===== config.mk =====
export PLATFORM = sky130hd
export DESIGN_NAME = hdmi_out_sequencer_flat
export DESIGN_NICKNAME = d
export VERILOG_FILES = /design/src/rtl/hdmi_seq_pkg.sv /design/src/rtl/hdmi_out_sequencer_if.sv /design/src/rtl/hdmi_out_sequencer_sync_2ff.sv /design/src/rtl/hdmi_out_sequencer.sv /design/src/flat_wrapper.sv
export SDC_FILE = /design/constraint.sdc
export NUM_CORES = 1
export LEC_CHECK = 0
export CAP_MARGIN = 10
export CORE_MARGIN = 10
export CORE_UTILIZATION = 25
export CTS_BUF_LIST = sky130_fd_sc_hd__clkbuf_8
export CTS_CLUSTER_DIAMETER = 150
export CTS_CLUSTER_SIZE = 14
export DETAILED_ROUTE_END_ITERATION = 16
export PLACE_DENSITY = 0.5
export RECOVER_POWER = 50
export SETUP_SLACK_MARGIN = 0.3
export SLEW_MARGIN = 40
export SYNTH_ARGS = -nofsm -noshare
export SYNTH_HDL_FRONTEND = slang
export SYNTH_SLANG_ARGS = --single-unit

===== constraint.sdc =====
create_clock -name clk -period 2.9 [get_ports clk]
set_input_delay 0.58 -clock clk [delete_from_list [all_inputs] [get_ports clk]]
set_output_delay 0.58 -clock clk [all_outputs]
set_load 0.01 [all_outputs]

===== src/rtl/hdmi_seq_pkg.sv =====
// Shared state codes and constants for the HDMI output sequencer and its
// status/debug readout logic.
package hdmi_seq_pkg;

    typedef enum logic [2:0] {
        ST_PLL_RST   = 3'd0,
        ST_WAIT_LOCK = 3'd1,
        ST_DIV_RST   = 3'd2,
        ST_SER_RST   = 3'd3,
        ST_RUN       = 3'd4
    } seq_state_e;

    localparam int STATE_W    = 3;
    localparam int LOSS_CNT_W = 8;

    function automatic int max_int(input int a, input int b);
        return (a > b) ? a : b;
    endfunction

endpackage


===== src/rtl/hdmi_out_sequencer_if.sv =====
// Control/status bundle between the HDMI output sequencer and the path it
// manages; master is the sequencer side.
interface hdmi_out_sequencer_if #(
    parameter int N_OUT = 2
);
    logic                               pll_lock_i;
    logic [N_OUT-1:0]                   out_req_i;
    logic                               pll_reset_o;
    logic                               clkdiv_reset_o;
    logic                               ser_reset_o;
    logic [N_OUT-1:0]                   out_en_o;
    logic                               ready_o;
    logic [hdmi_seq_pkg::STATE_W-1:0]   state_o;
    logic [hdmi_seq_pkg::LOSS_CNT_W-1:0] lock_loss_cnt_o;

    modport master (
        input  pll_lock_i, out_req_i,
        output pll_reset_o, clkdiv_reset_o, ser_reset_o, out_en_o,
               ready_o, state_o, lock_loss_cnt_o
    );

    modport slave (
        output pll_lock_i, out_req_i,
        input  pll_reset_o, clkdiv_reset_o, ser_reset_o, out_en_o,
               ready_o, state_o, lock_loss_cnt_o
    );
endinterface


===== src/rtl/hdmi_out_sequencer_sync_2ff.sv =====
// Two-flop synchronizer for slow level signals entering the board-clock domain.
module sync_2ff #(
    parameter int DATA_W = 1
) (
    input  logic              clk,
    input  logic              rst,
    input  logic [DATA_W-1:0] d_i,
    output logic [DATA_W-1:0] q_o
);

    logic [DATA_W-1:0] sync_p0_q;
    logic [DATA_W-1:0] sync_p1_q;

    always_ff @(posedge clk) begin
        if (rst) begin
            sync_p0_q <= '0;
            sync_p1_q <= '0;
        end else begin
            sync_p0_q <= d_i;
            sync_p1_q <= sync_p0_q;
        end
    end

    assign q_o = sync_p1_q;

endmodule


===== src/rtl/hdmi_out_sequencer.sv =====
// Power-up/recovery sequencer for the HDMI output path: orders the PLL, divider
// and serializer resets behind a settled PLL lock and falls back on lock loss.
module hdmi_out_sequencer
    import hdmi_seq_pkg::*;
#(
    parameter int N_OUT            = 2,
    parameter int PLL_RST_CYC      = 64,
    parameter int LOCK_SETTLE_CYC  = 1024,
    parameter int LOCK_TIMEOUT_CYC = 1048576,
    parameter int DIV_RST_CYC      = 16,
    parameter int SER_RST_CYC      = 16
) (
    input  logic                 clk,
    input  logic                 reset,
    hdmi_out_sequencer_if.master bus
);

    localparam int PHASE_MAX = max_int(max_int(PLL_RST_CYC, LOCK_TIMEOUT_CYC),
                                       max_int(DIV_RST_CYC, SER_RST_CYC));
    localparam int PHASE_W   = $clog2(PHASE_MAX + 1);
    localparam int SETTLE_W  = $clog2(LOCK_SETTLE_CYC + 1);

    localparam logic [PHASE_W-1:0]  PLL_LAST     = PHASE_W'(PLL_RST_CYC - 1);
    localparam logic [PHASE_W-1:0]  TIMEOUT_LAST = PHASE_W'(LOCK_TIMEOUT_CYC - 1);
    localparam logic [PHASE_W-1:0]  DIV_LAST     = PHASE_W'(DIV_RST_CYC - 1);
    localparam logic [PHASE_W-1:0]  SER_LAST     = PHASE_W'(SER_RST_CYC - 1);
    localparam logic [SETTLE_W-1:0] SETTLE_LAST  = SETTLE_W'(LOCK_SETTLE_CYC - 1);

    function automatic logic [LOSS_CNT_W-1:0] sat_inc(input logic [LOSS_CNT_W-1:0] v);
        return (v == '1) ? v : v + LOSS_CNT_W'(1);
    endfunction

    logic lock_s;

    seq_state_e              state_q,  state_d;
    logic [PHASE_W-1:0]      phase_q,  phase_d;
    logic [SETTLE_W-1:0]     settle_q, settle_d;
    logic [LOSS_CNT_W-1:0]   loss_q,   loss_d;
    logic                    pll_rst_q,    pll_rst_d;
    logic                    clkdiv_rst_q, clkdiv_rst_d;
    logic                    ser_rst_q,    ser_rst_d;
    logic                    ready_q,      ready_d;
    logic [N_OUT-1:0]        en_q,         en_d;

    sync_2ff #(
        .DATA_W (1)
    ) u_lock_sync (
        .clk (clk),
        .rst (reset),
        .d_i (bus.pll_lock_i),
        .q_o (lock_s)
    );

    always_comb begin
        state_d  = state_q;
        phase_d  = phase_q + PHASE_W'(1);
        settle_d = '0;
        loss_d   = loss_q;

        case (state_q)
            ST_PLL_RST: begin
                if (phase_q == PLL_LAST) state_d = ST_WAIT_LOCK;
            end
            ST_WAIT_LOCK: begin
                if (lock_s) settle_d = settle_q + SETTLE_W'(1);
                // A settle completing on the timeout cycle still counts as a lock.
                if (lock_s && (settle_q == SETTLE_LAST)) begin
                    state_d = ST_DIV_RST;
                end else if (phase_q == TIMEOUT_LAST) begin
                    state_d = ST_PLL_RST;
                    loss_d  = sat_inc(loss_q);
                end
            end
            ST_DIV_RST: begin
                if (!lock_s) begin
                    state_d = ST_PLL_RST;
                    loss_d  = sat_inc(loss_q);
                end else if (phase_q == DIV_LAST) begin
                    state_d = ST_SER_RST;
                end
            end
            ST_SER_RST: begin
                if (!lock_s) begin
                    state_d = ST_PLL_RST;
                    loss_d  = sat_inc(loss_q);
                end else if (phase_q == SER_LAST) begin
                    state_d = ST_RUN;
                end
            end
            ST_RUN: begin
                phase_d = phase_q;
                if (!lock_s) begin
                    state_d = ST_PLL_RST;
                    loss_d  = sat_inc(loss_q);
                end
            end
            default: begin
                state_d = ST_PLL_RST;
            end
        endcase

        if (state_d != state_q) begin
            phase_d  = '0;
            settle_d = '0;
        end

        // Outputs are registered from the next state so they move on the same edge.
        pll_rst_d    = (state_d == ST_PLL_RST);
        clkdiv_rst_d = (state_d == ST_PLL_RST) || (state_d == ST_WAIT_LOCK) ||
                       (state_d == ST_DIV_RST);
        ser_rst_d    = (state_d != ST_RUN);
        ready_d      = (state_d == ST_RUN);
        en_d         = ((state_q == ST_RUN) && (state_d == ST_RUN)) ? bus.out_req_i : '0;
    end

    always_ff @(posedge clk) begin
        if (reset) begin
            state_q      <= ST_PLL_RST;
            phase_q      <= '0;
            settle_q     <= '0;
            loss_q       <= '0;
            pll_rst_q    <= 1'b1;
            clkdiv_rst_q <= 1'b1;
            ser_rst_q    <= 1'b1;
            ready_q      <= 1'b0;
            en_q         <= '0;
        end else begin
            state_q      <= state_d;
            phase_q      <= phase_d;
            settle_q     <= settle_d;
            loss_q       <= loss_d;
            pll_rst_q    <= pll_rst_d;
            clkdiv_rst_q <= clkdiv_rst_d;
            ser_rst_q    <= ser_rst_d;
            ready_q      <= ready_d;
            en_q         <= en_d;
        end
    end

    assign bus.pll_reset_o     = pll_rst_q;
    assign bus.clkdiv_reset_o  = clkdiv_rst_q;
    assign bus.ser_reset_o     = ser_rst_q;
    assign bus.ready_o         = ready_q;
    assign bus.out_en_o        = en_q;
    assign bus.state_o         = state_q;
    assign bus.lock_loss_cnt_o = loss_q;

endmodule

===== src/flat_wrapper.sv =====
// flat-port wrapper written by rule: the top's interface ports become plain ports
module hdmi_out_sequencer_flat import hdmi_seq_pkg::*;
#(
    parameter int N_OUT            = 2,
    parameter int PLL_RST_CYC      = 64,
    parameter int LOCK_SETTLE_CYC  = 1024,
    parameter int LOCK_TIMEOUT_CYC = 1048576,
    parameter int DIV_RST_CYC      = 16,
    parameter int SER_RST_CYC      = 16
)
  (clk, reset, bus_pll_lock_i, bus_out_req_i, bus_pll_reset_o, bus_clkdiv_reset_o, bus_ser_reset_o, bus_out_en_o, bus_ready_o, bus_state_o, bus_lock_loss_cnt_o);
  hdmi_out_sequencer_if #(.N_OUT(N_OUT)) bus_i ();
  input  logic clk;
  input  logic reset;
  input wire logic [$bits(bus_i.pll_lock_i)-1:0] bus_pll_lock_i;
  input wire logic [$bits(bus_i.out_req_i)-1:0] bus_out_req_i;
  output wire logic [$bits(bus_i.pll_reset_o)-1:0] bus_pll_reset_o;
  output wire logic [$bits(bus_i.clkdiv_reset_o)-1:0] bus_clkdiv_reset_o;
  output wire logic [$bits(bus_i.ser_reset_o)-1:0] bus_ser_reset_o;
  output wire logic [$bits(bus_i.out_en_o)-1:0] bus_out_en_o;
  output wire logic [$bits(bus_i.ready_o)-1:0] bus_ready_o;
  output wire logic [$bits(bus_i.state_o)-1:0] bus_state_o;
  output wire logic [$bits(bus_i.lock_loss_cnt_o)-1:0] bus_lock_loss_cnt_o;
  assign bus_i.pll_lock_i = bus_pll_lock_i;
  assign bus_i.out_req_i = bus_out_req_i;
  assign bus_pll_reset_o = bus_i.pll_reset_o;
  assign bus_clkdiv_reset_o = bus_i.clkdiv_reset_o;
  assign bus_ser_reset_o = bus_i.ser_reset_o;
  assign bus_out_en_o = bus_i.out_en_o;
  assign bus_ready_o = bus_i.ready_o;
  assign bus_state_o = bus_i.state_o;
  assign bus_lock_loss_cnt_o = bus_i.lock_loss_cnt_o;
  hdmi_out_sequencer #(.N_OUT(N_OUT), .PLL_RST_CYC(PLL_RST_CYC), .LOCK_SETTLE_CYC(LOCK_SETTLE_CYC), .LOCK_TIMEOUT_CYC(LOCK_TIMEOUT_CYC), .DIV_RST_CYC(DIV_RST_CYC), .SER_RST_CYC(SER_RST_CYC)) u_core (.clk(clk), .reset(reset), .bus(bus_i));
endmodule

After elaboration in Yosys (flattened, before gate mapping):

Cells that the tools add are included.

* flip-flop bits (word level): 51
* bits in latches: 0
* RAM bits: 0
* ROM bits: 0
* input bits: 5
* output and inout port bits: 17
* memories: 0

* $add $sub $neg: 3
* multipliers: 0
* divide/modulo/power cells: 0
* order comparisons: 0
* equality and inequality tests: 17
* shift-type cells: 0
* multiplexer cells: 14
* bitwise gates (word level): 3
* reduce and logical (&&, ||, !) cells: 12

Operator list (count)
* two-way mux 8 bit: 4
* two-way mux 3 bit: 8
* adder 21 x 1 -> 21 bit, second input constant: 1
* == test 21 x 20 -> 1 bit, second input constant: 1
* == test 21 x 4 -> 1 bit, second input constant: 1
* == test 21 x 6 -> 1 bit, second input constant: 1
* case mux 8 bit (2 select lines): 1
* case mux 3 bit (5 select lines): 1
* adder 11 x 1 -> 11 bit, second input constant: 1
* == test 11 x 10 -> 1 bit, second input constant: 1
* == test 3 x 2 -> 1 bit, second input constant: 3
* adder 8 x 1 -> 8 bit, second input constant: 1
* == test 8 bit, second input constant: 1
* == test 3 x 1 -> 1 bit, second input constant: 2
* == test 3 bit, second input constant: 2
* logical NOT 3 bit: 2
* != test 2 bit, second input constant: 2
* AND reduction 4 bit: 1
* OR reduction 2 bit: 2
* OR reduction 4 bit: 1
* != test 3 bit: 1
* != test 3 bit, second input constant: 1
* NOT 1 bit: 3
* OR reduction 3 bit: 1
* 4 further kinds: 6

Logic depth before layout (Yosys ltp):

* depth in word-level cells: 8
* gate-level depth with buffers: 8

Hierarchy:

From an unflattened synthesis, not the netlist that was laid out.

* cell total of the unflattened synthesis: 274
* area, all modules: 2477.4 sq um

Modules (own cells, without submodules)
* hdmi_out_sequencer: times used 1, cells each 270, area each 2424.8 sq um, seq. area each 980.9 sq um
* sync_2ff: times used 1, cells each 4, area each 52.6 sq um, seq. area each 40.0 sq um

Worst setup path before layout:

Ideal clock, no wire load.

* path kind: register to register
* from: register u_core.state_q[2] (netlist: u_core.bus.state_o[2])
* to: register u_core.loss_q[6] (netlist: u_core.bus.lock_loss_cnt_o[6])
* setup time: 0.070 ns
* arrival: 1.960 ns
* required time: 2.830 ns
* slack: 0.870 ns
* stages on the path, launching flop included: 8
* buffers on the path: 2
* clock period less this slack: 2.030 ns
* cell sequence: dfxtp_1 -> or3b_1 -> buf_6 -> o221ai_2 -> nand2_2 -> buf_6 -> or4_1 -> a21oi_1

* longest elaborated chain between the ends: 4
* elaborated cells on any way between the ends: 11
* those cells by class: eq/ne: 7; mux: 1; reduce/logical: 3

Ends and longest elaborated chain
* start, declared: RTL line hdmi_out_sequencer.sv:35 `seq_state_e state_q, state_d;`
* start signal, assigned: RTL line hdmi_out_sequencer.sv:128 `state_q <= state_d;`
* == test 3 x 2 -> 1 bit / == test 3 bit (equally long branches): RTL line hdmi_out_sequencer.sv:60 `case (state_q)`
* OR reduction 3 bit (no line)
* != test 2 bit (no line) / nonzero test 2 bit (equally long branches)
* AND reduction 4 bit (no line)
* end signal, assigned: RTL line hdmi_out_sequencer.sv:131 `loss_q <= loss_d;`
* end, declared: RTL line hdmi_out_sequencer.sv:38 `logic [LOSS_CNT_W-1:0] loss_q, loss_d;`

Several ways; a longest one is shown, not always the timed one.
A chain may end at the register's enable or synchronous reset.

Final worst setup path:

* from: register u_core.phase_q[4]
* to: register u_core.phase_q[9]

* longest elaborated chain between the ends: 6
* elaborated cells on any way between the ends: 14
* those cells by class: add/sub: 1; eq/ne: 4; mux: 8; reduce/logical: 1

Ends and longest elaborated chain
* start, declared: RTL line hdmi_out_sequencer.sv:36 `logic [PHASE_W-1:0] phase_q, phase_d;`
* start signal, assigned: RTL line hdmi_out_sequencer.sv:129 `phase_q <= phase_d;`
* == test 21 x 4 -> 1 bit / == test 21 x 20 -> 1 bit (equally long branches): RTL line hdmi_out_sequencer.sv:78, hdmi_out_sequencer.sv:86, hdmi_out_sequencer.sv:69
* two-way mux 3 bit, on equally long branches: RTL line hdmi_out_sequencer.sv:86, hdmi_out_sequencer.sv:69, hdmi_out_sequencer.sv:78
* two-way mux 3 bit, on equally long branches: RTL line hdmi_out_sequencer.sv:83, hdmi_out_sequencer.sv:67, hdmi_out_sequencer.sv:75
* case mux 3 bit (5 select lines): RTL line hdmi_out_sequencer.sv:60
* != test 3 bit: RTL line hdmi_out_sequencer.sv:102 `if (state_d != state_q) begin`
* OR reduction 2 bit (no line)

Several ways; a longest one is shown, not always the timed one.

==> flow_summary.ini <==
[status]
outcome = complete, no violations

[timing]
whs_ps = 455
finalCriticalPeriod_ps = 2400
drv_slew = 0
fin_setup_tns_ps = 0
fin_ws_ps = 500
tightest_slew_ps = 652
period_share_pct = 82.7
hold_viol = 0
rsz0062_at_grt = no
finalSetupViolCount = 0
skew_ps = 11.4
max_slew_margin_pct = 56.4
fmax_mhz = 417

[route]
drt-met1-wl_um = 2770
drc = 0
post_drt_wl_per_cell_um = 13.7
antenna_left = 0
drt_first_pass_iters = 4
via_per_inst = 4.88
wl_met3_um = 157
wl_met2_um = 2790
vias = 2072
top_layer = met4
wirelength_um = 5820
drtIter0Drc = 163

[worst_setup_path]
arrival_ps = 2580
crit_path_start_kind = flop
end_kind = flop
crit_required_ps = 3080
criticalPathCategory = reg -> reg
critPathMaxFanout = 24

[cells_and_area]
nNetsFinal = 299
synthToLayoutAreaGrowth_pct = 16.8
final_cell_mix = 51 x dfxtp_1, 18 x nand3_1, 18 x dlygate4sd3_1, 17 x nor2_1, 17 x xor2_1
diodes = 0
final_common_cell = dfxtp_1
drive_above_1_share_pct = 9.25

[clock_tree]
ctsResizeCount = 0
post_cts_buffers = 0
clkLatencyLatePin_ps = 310
cts_sinks = 51
clockBufferDepth = 2
ctsHoldBuffers = 0
clk_pin_slew_worst_paths_ps = 100
h-tree-depth = 2
cts_tree = built
cts_root_buf = clkbuf_8
cts_buffers = 5

[die]
die_x_um = 120
die_height_um = 120
coreArea_um2 = 9730
placementRows = 36
initial_core_util_pct = 25.5
ios = 22
dieArea_um2 = 14300

[synth]
synth_fp_nets = 278
ys_warn_count = 0
ys_types = 51
async_flop_share_pct = 0
ys.flop_type = dfxtp_1
seq_area_frac_synth_pct = 41.2
synthCells = 270
syn_area_um2 = 2480
ys_seq_elements = 51
synth_area_per_cell_um2 = 9.18
synth_enable_flop_cells = 0

[global_routing]
grt_max_degree = 25
grt_pass1_vias = 2002
grt-ovfl-total = 0
grt.total_usage_pct = 8.42
antenna_found_initial = 0
grt_pass1_wl_um = 10100

[worst_hold_path]
min_path_type = reg -> reg

[pwr]
cellLeakagePower_nw = 0.953
pwr_density_cell_nw_per_um2 = 414
irDropWorstVdd_mv = 0.169
power_w = 0.00120

[run]
cap_violations = 0

[placement]
place_ws_ps = 729
finalWeightedCongestion = 0.777
hpwlAfterDp_um = 4160
portBuffers = 21
==> cells by family (layout without fill, tap and decap cells) <==
logic type                 Yosys count  in the layout  share of synthesized area [%]
adders and majority gates            3              3                           1.51
buffers and inverters               16             38                           3.99
AOI/OAI and AO/OA                   45             45                           13.6
and+or+nand+nor                    125            125                           28.9
xor gates and xnor gates            28             28                           9.89
DFF                                 51             51                           41.2
muxes                                2              2                          0.858
==> layout make-up <==
cell class / instances / area (um^2)
multi-input cells: 203 / 1340
fillers: 1068 / 6830
repair buffers: 28 / 253
inverters: 2 / 7.51
flip-flops and latches: 51 / 1020
well taps: 133 / 166
clock inverters: 1 / 7.51
clock buffers: 7 / 96.3
==> path summary, 6_finish.rpt <==
path	cells after the start	slack [ps]	start	endpoint
max	7	500	u_core.phase_q[4]	u_core.phase_q[9]
min	1	460	u_core.u_lock_sync.sync_p0_q	u_core.u_lock_sync.q_o
max reg2reg	7	500	u_core.phase_q[4]	u_core.phase_q[9]
min reg2reg	1	460	u_core.u_lock_sync.sync_p0_q	u_core.u_lock_sync.q_o
==> routing by layer <==
| layer | vias up | track usage, % |
|---|---|---|
| li1 | 1048 | - |
| met3 | 8 | 1.64 |
| met2 | 37 | 13.8 |
| met1 | 979 | 10.3 |
| met4 | 0 | 4.22 |
| met5 | - | 0 |
==> synthesized netlist by cell type, types with 2 or more instances <==
library cell,n,area [um^2]
o21ai_0,3,15.0
nand4_1,13,81.3
or2_2,2,12.5
nor2_1,17,63.8
nor3_1,13,65.1
nor4_1,4,25.0
nand3b_1,2,15.0
buf_2,4,20.0
xor2_1,17,149
nor2b_1,5,31.3
and2_2,3,22.5
a211oi_1,15,113
nor3b_1,2,15.0
nand2_1,16,60.1
inv_1,2,7.51
a21boi_0,2,15.0
a41o_1,2,20.0
clkbuf_1,5,18.8
ha_1,3,37.5
and3_1,11,68.8
o31ai_1,7,52.6
and3_2,2,15.0
buf_6,3,33.8
a21oi_1,8,40.0
dfxtp_1,51,1020
or4_1,6,45.0
nand3_1,18,90.1
xnor2_1,11,96.3
==> stage by stage <==
step / cell area, um^2 / cells / util, %
2_1_floorplan: 2480 / 270 / -
3_3_place_gp: 2820 / 417 / 28.9
3_5_place_dp: 2820 / 417 / 28.9
4_1_cts: 2920 / 425 / 30.0
5_1_grt: 2900 / 425 / 29.8
6_report: 2900 / 425 / 29.8
==> where the power goes <==
group	total, W	switching [W]	internal (W)
sequential	0.000710	0.00000506	0.000705
clock	0.000459	0.000242	0.000218
combinational	0.0000285	0.0000153	0.0000132
==> registers in the layout, indices dropped and copies added, names as in the netlist <==
signal                        count
u_core.bus.ser_reset_o            1
u_core.bus.state_o                3
u_core.bus.out_en_o               2
u_core.settle_q                  11
u_core.phase_q                   21
u_core.bus.clkdiv_reset_o         1
u_core.bus.ready_o                1
u_core.u_lock_sync.q_o            1
u_core.u_lock_sync.sync_p0_q      1
u_core.bus.pll_reset_o            1
u_core.bus.lock_loss_cnt_o        8
==> critical path, stage by stage, from the launching register on <==
cell and delay (ps):
dfxtp_1 460, nand3_2 140, nor4_1 480, clkbuf_1 340
a41o_1 250, o22a_1 180, buf_4 300, a211oi_1 120
Note: power is estimated with default switching activity, not from simulation.
==> edit 1 (same settings) <==
`DIV_RST_CYC` is set to 16 in 2 places; all go to 8.
--- a/src/rtl/hdmi_out_sequencer.sv
+++ b/src/rtl/hdmi_out_sequencer.sv
@@ -8,5 +8,5 @@
     parameter int LOCK_SETTLE_CYC  = 1024,
     parameter int LOCK_TIMEOUT_CYC = 1048576,
-    parameter int DIV_RST_CYC      = 16,
+    parameter int DIV_RST_CYC      = 8,
     parameter int SER_RST_CYC      = 16
 ) (
--- a/src/flat_wrapper.sv
+++ b/src/flat_wrapper.sv
@@ -6,5 +6,5 @@
     parameter int LOCK_SETTLE_CYC  = 1024,
     parameter int LOCK_TIMEOUT_CYC = 1048576,
-    parameter int DIV_RST_CYC      = 16,
+    parameter int DIV_RST_CYC      = 8,
     parameter int SER_RST_CYC      = 16
 )
Formal check against the unedited RTL: same outputs for any inputs over 10 cycles, from zero or initial values and one cycle with reset high; that may be too few to reach the edited logic, so the function may still have changed.
==> edit 1 against the original RTL <==
Core utilization is 0.13 points lower; design area is 0.91% lower; sequential share of layout area is 0.32 points higher; synthesized cell count stayed put; critical path depth is 1 lower; setup slack worse by 0.11 ns; power is 7.4% lower; sequential cell count stayed put; routed wire length is 8.3% lower; area after synthesis is 0.45% lower; non-clock buffer count stayed put; critical path type unchanged; highest routed layer unchanged.
==> edit 1: results <==
export IMPL_port_buffers=21
export IMPL_ys_types=49
export IMPL_root_buffer="clkbuf_8"
export IMPL_antenna_found_initial=0
export IMPL_netlist_top_cells_count="dfxtp_1, nor3_1, nor4_1, xnor2_1"
export IMPL_path_clk_slew_ns=0.09
export IMPL_clk_latency_ns=0.29
export IMPL_grt_use_met2_pct=11.8
export IMPL_met1_usage_pct=9.69
export IMPL_grt_total_usage_pct=7.56
export IMPL_worstPathMaxFanout=15
export IMPL_routabilityCongestion=0.765
export IMPL_wl_per_cell_um=12.6
export IMPL_cts_buffer_depth=2
export IMPL_synthTopCellsByArea="dfxtp_1, nor3_1, xnor2_1"
export IMPL_hp_start="u_core.u_lock_sync.sync_p0_q"
export IMPL_hp_class="flop to flop"
export IMPL_seq_area_frac_synth_pct=41.4
export IMPL_worstMarginPinSlew_ns=0.647
export IMPL_numCtsBuffers=5
export IMPL_leakagePower_nw=0.923
export IMPL_hpwl_um=3840
export IMPL_largest_register_ffs=21
export IMPL_fillers=1015
export IMPL_num_antenna_cells=0
export IMPL_crit_arrival_ns=2.73
export IMPL_synth_async_reset_ratio_pct=0
export IMPL_clock_skew_ns=0.00592
export IMPL_grt_max_degree=29
export IMPL_layout_drive_gt1_share_pct=6.55
export IMPL_grt_pass1_wl_um=9180
export IMPL_grt_pass1_vias=1914
export IMPL_cts_htree_levels=2
export IMPL_outcome="finished, final reports clean"
export IMPL_final_nets=299
export IMPL_via_per_inst=4.80
export IMPL_worst_ir_drop_vdd_mv=0.193
export IMPL_yosys_most_used_dff="dfxtp_1"
export IMPL_crit_start="u_core.phase_q[0]"
export IMPL_yosysWarnings=0
export IMPL_firstDrtPassIters=4
export IMPL_regMostFlops="u_core.phase_q"
export IMPL_syn_nets=278
export IMPL_gr_usage_met3_pct=1.94
export IMPL_initialDrtViolationCount=115
[edit 1: cell count changes after synthesis, sizes merged, moves of 4 or more]
cell / delta
and3: -9
inv: +5
nand3: -6
nor3b: +4
xnor2: +4
nor3: +17
nor4: +10
or4: +4
a211oi: -14
nor2: -6
[edit 1: kinds of logic (layout without fill, tap and decap cells)]
kind of cell / Yosys count / after routing / synth area share, %
simple gates: 136 / 136 / 32.6
flops: 51 / 51 / 41.4
xor+xnor: 29 / 29 / 10.3
compound gates: 28 / 28 / 7.71
buf+inv: 21 / 41 / 5.68
fa+ha+maj: 3 / 3 / 1.52
mux: 2 / 2 / 0.862
[edit 1: worst paths after layout]
kind	slack, ns	cells after the start	to
worst min register to register	0.45	1	u_core.u_lock_sync.q_o
worst max register to register	0.39	6	u_core.bus.lock_loss_cnt_o[4]
worst min-delay path	0.45	1	u_core.u_lock_sync.q_o
worst max-delay path	0.39	6	u_core.bus.lock_loss_cnt_o[4]
[edit 1: area by class of cell]
type / instances / share of cell area, %
Multi-Input combinational cell: 198 / 45.8
Inverter: 7 / 0.916
Sequential cell: 51 / 35.6
Clock buffer: 5 / 2.40
Timing Repair Buffer: 28 / 9.33
Tap cell: 133 / 5.80
Clock inverter: 1 / 0.131
[edit 1: critical path: stages (launching register included)]
cell and delay (ns):
dfxtp_1 0.38, ha_1 0.21, nand3_1 0.16, or4_1 0.53
o31a_1 0.46, or4_1 0.55, a21oi_1 0.15
[edit 1: metal layers]
layer  share of wire, %  up-vias
met5                  0        -
met4               0.99        0
met3                4.9        2
met2                 43       36
met1                 51      946
li1                   -     1045
[edit 1: report_power, final]
part | internal, mW | total [mW] | leakage (nW) | switching [mW]
clock | 0.158 | 0.370 | 0.0413 | 0.212
combinational | 0.0135 | 0.0304 | 0.470 | 0.0168
sequential | 0.704 | 0.709 | 0.412 | 0.00465
total | 0.876 | 1.11 | 0.923 | 0.233
[edit 1: through the flow]
| step | setup slack (ns) | area (um^2) | instances | hold slack [ns] |
|---|---|---|---|---|
| 3_5_place_dp | 0.444 | 2810 | 417 | 0.443 |
| 6_report | 0.395 | 2870 | 423 | 0.450 |
| 3_3_place_gp | 0.490 | 2800 | 417 | 0.436 |
| 4_1_cts | 0.414 | 2880 | 423 | 0.457 |
| 5_1_grt | 0.226 | 2870 | 423 | 0.471 |
| 2_1_floorplan | 0.633 | 2470 | 270 | 0.414 |
[edit 1: what timing repair did]
item                                    in CTS  in global routing
hold buffers                                 0                  0
endpoints found under the setup margin       0                  1
setup buffers                                0                  0
resized for setup                            0                  2
==> edit 2 (same settings) <==
Without the edit above. Make the reset (`reset` and `rst`) asynchronous in 2 clocked blocks.
--- a/src/rtl/hdmi_out_sequencer_sync_2ff.sv
+++ b/src/rtl/hdmi_out_sequencer_sync_2ff.sv
@@ -12,5 +12,5 @@
     logic [DATA_W-1:0] sync_p1_q;
 
-    always_ff @(posedge clk) begin
+    always_ff @(posedge clk or posedge rst) begin
         if (rst) begin
             sync_p0_q <= '0;
--- a/src/rtl/hdmi_out_sequencer.sv
+++ b/src/rtl/hdmi_out_sequencer.sv
@@ -114,5 +114,5 @@
     end
 
-    always_ff @(posedge clk) begin
+    always_ff @(posedge clk or posedge reset) begin
         if (reset) begin
             state_q      <= ST_PLL_RST;
Formal check against the unedited RTL: no difference found for any inputs over 10 cycles, from zero or initial values and one cycle with reset high; that may be too few to reach the edited logic, so the function may still have changed.
==> edit 2 against the original RTL <==
Setup slack improved by 0.021 ns; routed wire length decreased by 0.79%; sequential cell count unchanged; area after synthesis increased by 7.1%; power increased by 10%; maximum frequency increased by 0.88%; design area increased by 8.6%; global-route usage decreased by 0.40 points; critical endpoint is now u_core.bus.lock_loss_cnt_o[1]; largest cell class is now flip-flops and latches; largest power group unchanged.
==> edit 2: results <==
export IMPL_reg2reg_to="u_core.bus.lock_loss_cnt_o[1]"
export IMPL_r2r_start="u_core.phase_q[0]"
export IMPL_final_nets=290
export IMPL_grt_pass1_wl_um=10000
export IMPL_synthTopCellsByArea="dfrtp_1, xnor2_1, nor2_1"
export IMPL_yosysWarnings=0
export IMPL_slew_headroom_pct=32.7
export IMPL_reg2reg_slack_ns=0.52
export IMPL_vias=1967
export IMPL_hp_start="u_core.u_lock_sync.sync_p0_q"
export IMPL_seq_area_frac_synth_pct=48.2
export IMPL_grt_total_usage_pct=8.02
export IMPL_regMostFlops="u_core.phase_q"
export IMPL_path_clk_slew_ns=0.09
export IMPL_largest_register_ffs=21
export IMPL_worst_ir_drop_vdd_mv=0.189
export IMPL_num_antenna_cells=0
export IMPL_synth_async_reset_ratio_pct=100
export IMPL_clk_latency_ns=0.30
export IMPL_hpwl_um=4150
export IMPL_yosys_most_used_dff="dfrtp_1"
export IMPL_clock_skew_ns=0.00509
export IMPL_outcome="finished, final reports clean"
export IMPL_cts_htree_levels=2
export IMPL_leakagePower_nw=1.26
export IMPL_hold_depth=0
export IMPL_port_buffers=21
export IMPL_routabilityCongestion=0.743
export IMPL_syn_nets=270
export IMPL_min_to="u_core.u_lock_sync.q_o"
export IMPL_antenna_found_initial=0
export IMPL_initialDrtViolationCount=175
export IMPL_drt_wl_total_um=5770
export IMPL_grt_max_degree=27
export IMPL_numCtsBuffers=5
export IMPL_r2r_cells=6
export IMPL_ys_types=49
export IMPL_worstPathMaxFanout=6
export IMPL_netlist_top_cells_count="dfrtp_1, nor2_1, xnor2_1"
export IMPL_cts_buffer_depth=2
export IMPL_layout_drive_gt1_share_pct=9.89
## edit 2: cell type report
cell class	count	area [um^2]
inverter	12	45.0
tap	136	170
timing repair buffer	27	249
fill	1064	7180
sequential	51	1280
multi-input combinational	185	1260
clock buffer	5	68.8
clock inverter	3	67.6
## edit 2: per-layer routing
| metal | global-route usage, % | up-vias | part of all wire, % |
|---|---|---|---|
| met2 | 14.2 | 21 | 52 |
| met3 | 1.60 | 9 | 3.0 |
| met4 | 2.69 | 0 | 1.6 |
| li1 | - | 969 | - |
| met1 | 9.51 | 968 | 44 |
| met5 | 0 | - | 0 |
## edit 2: cell families (layout without fill, tap and decap cells)
logic type | count (synthesis) | after routing | synth area share, %
XOR/XNOR | 35 | 35 | 11.5
flip-flops | 51 | 51 | 48.2
buffers and inverters | 26 | 47 | 4.52
AND/OR/NAND/NOR | 116 | 116 | 25.3
adder cells (fa/ha/maj) | 3 | 3 | 1.41
AO/OA/AOI/OAI | 30 | 30 | 8.62
multiplexers | 1 | 1 | 0.424
## edit 2: how the worst max path moves through the flow
stage | cells past startpoint | slack [ns] | to | from
CTS | 6 | 0.43 | u_core.settle_q[7] | u_core.phase_q[0]
global route | 4 | 0.32 | u_core.settle_q[5] | u_core.bus.state_o[1]
floorplan | 6 | 0.70 | u_core.bus.lock_loss_cnt_o[1] | u_core.phase_q[0]
global placement | 6 | 0.47 | u_core.settle_q[8] | u_core.phase_q[0]
finish | 6 | 0.52 | u_core.bus.lock_loss_cnt_o[1] | u_core.phase_q[0]
detailed placement | 6 | 0.45 | u_core.settle_q[5] | u_core.phase_q[0]
## edit 2: worst max-delay path, stage by stage (launching register included)
cell and delay, ns:
dfrtp_1 0.41, ha_1 0.21, nand3_2 0.14, or4b_4 0.55, o31a_4 0.34, nor3_2 0.26
mux2_2 0.36
## edit 2: timing repair
item	CTS	global route
gates resized for setup	0	1
setup buffers	0	0
hold buffers	0	0
endpoints found under the setup margin	0	10
## edit 2: stage by stage
stage                     cells  hold slack [ns]  instance area [um^2]  total power [mW]  worst slack, ns
after floorplan             262            0.331                  2660             0.740            0.703
after global placement      411            0.332                  3020             0.754            0.474
after detailed placement    411            0.338                  3020             0.754            0.447
after CTS                   419            0.362                  3150              1.35            0.430
after global routing        419            0.368                  3140              1.37            0.316
final                       419            0.362                  3140              1.32            0.521
## edit 2: power by group
| part | switching [mW] | internal (mW) |
|---|---|---|
| Combinational | 0.0150 | 0.00534 |
| Clock | 0.240 | 0.344 |
| Sequential | 0.00250 | 0.712 |
| Total | 0.258 | 1.06 |
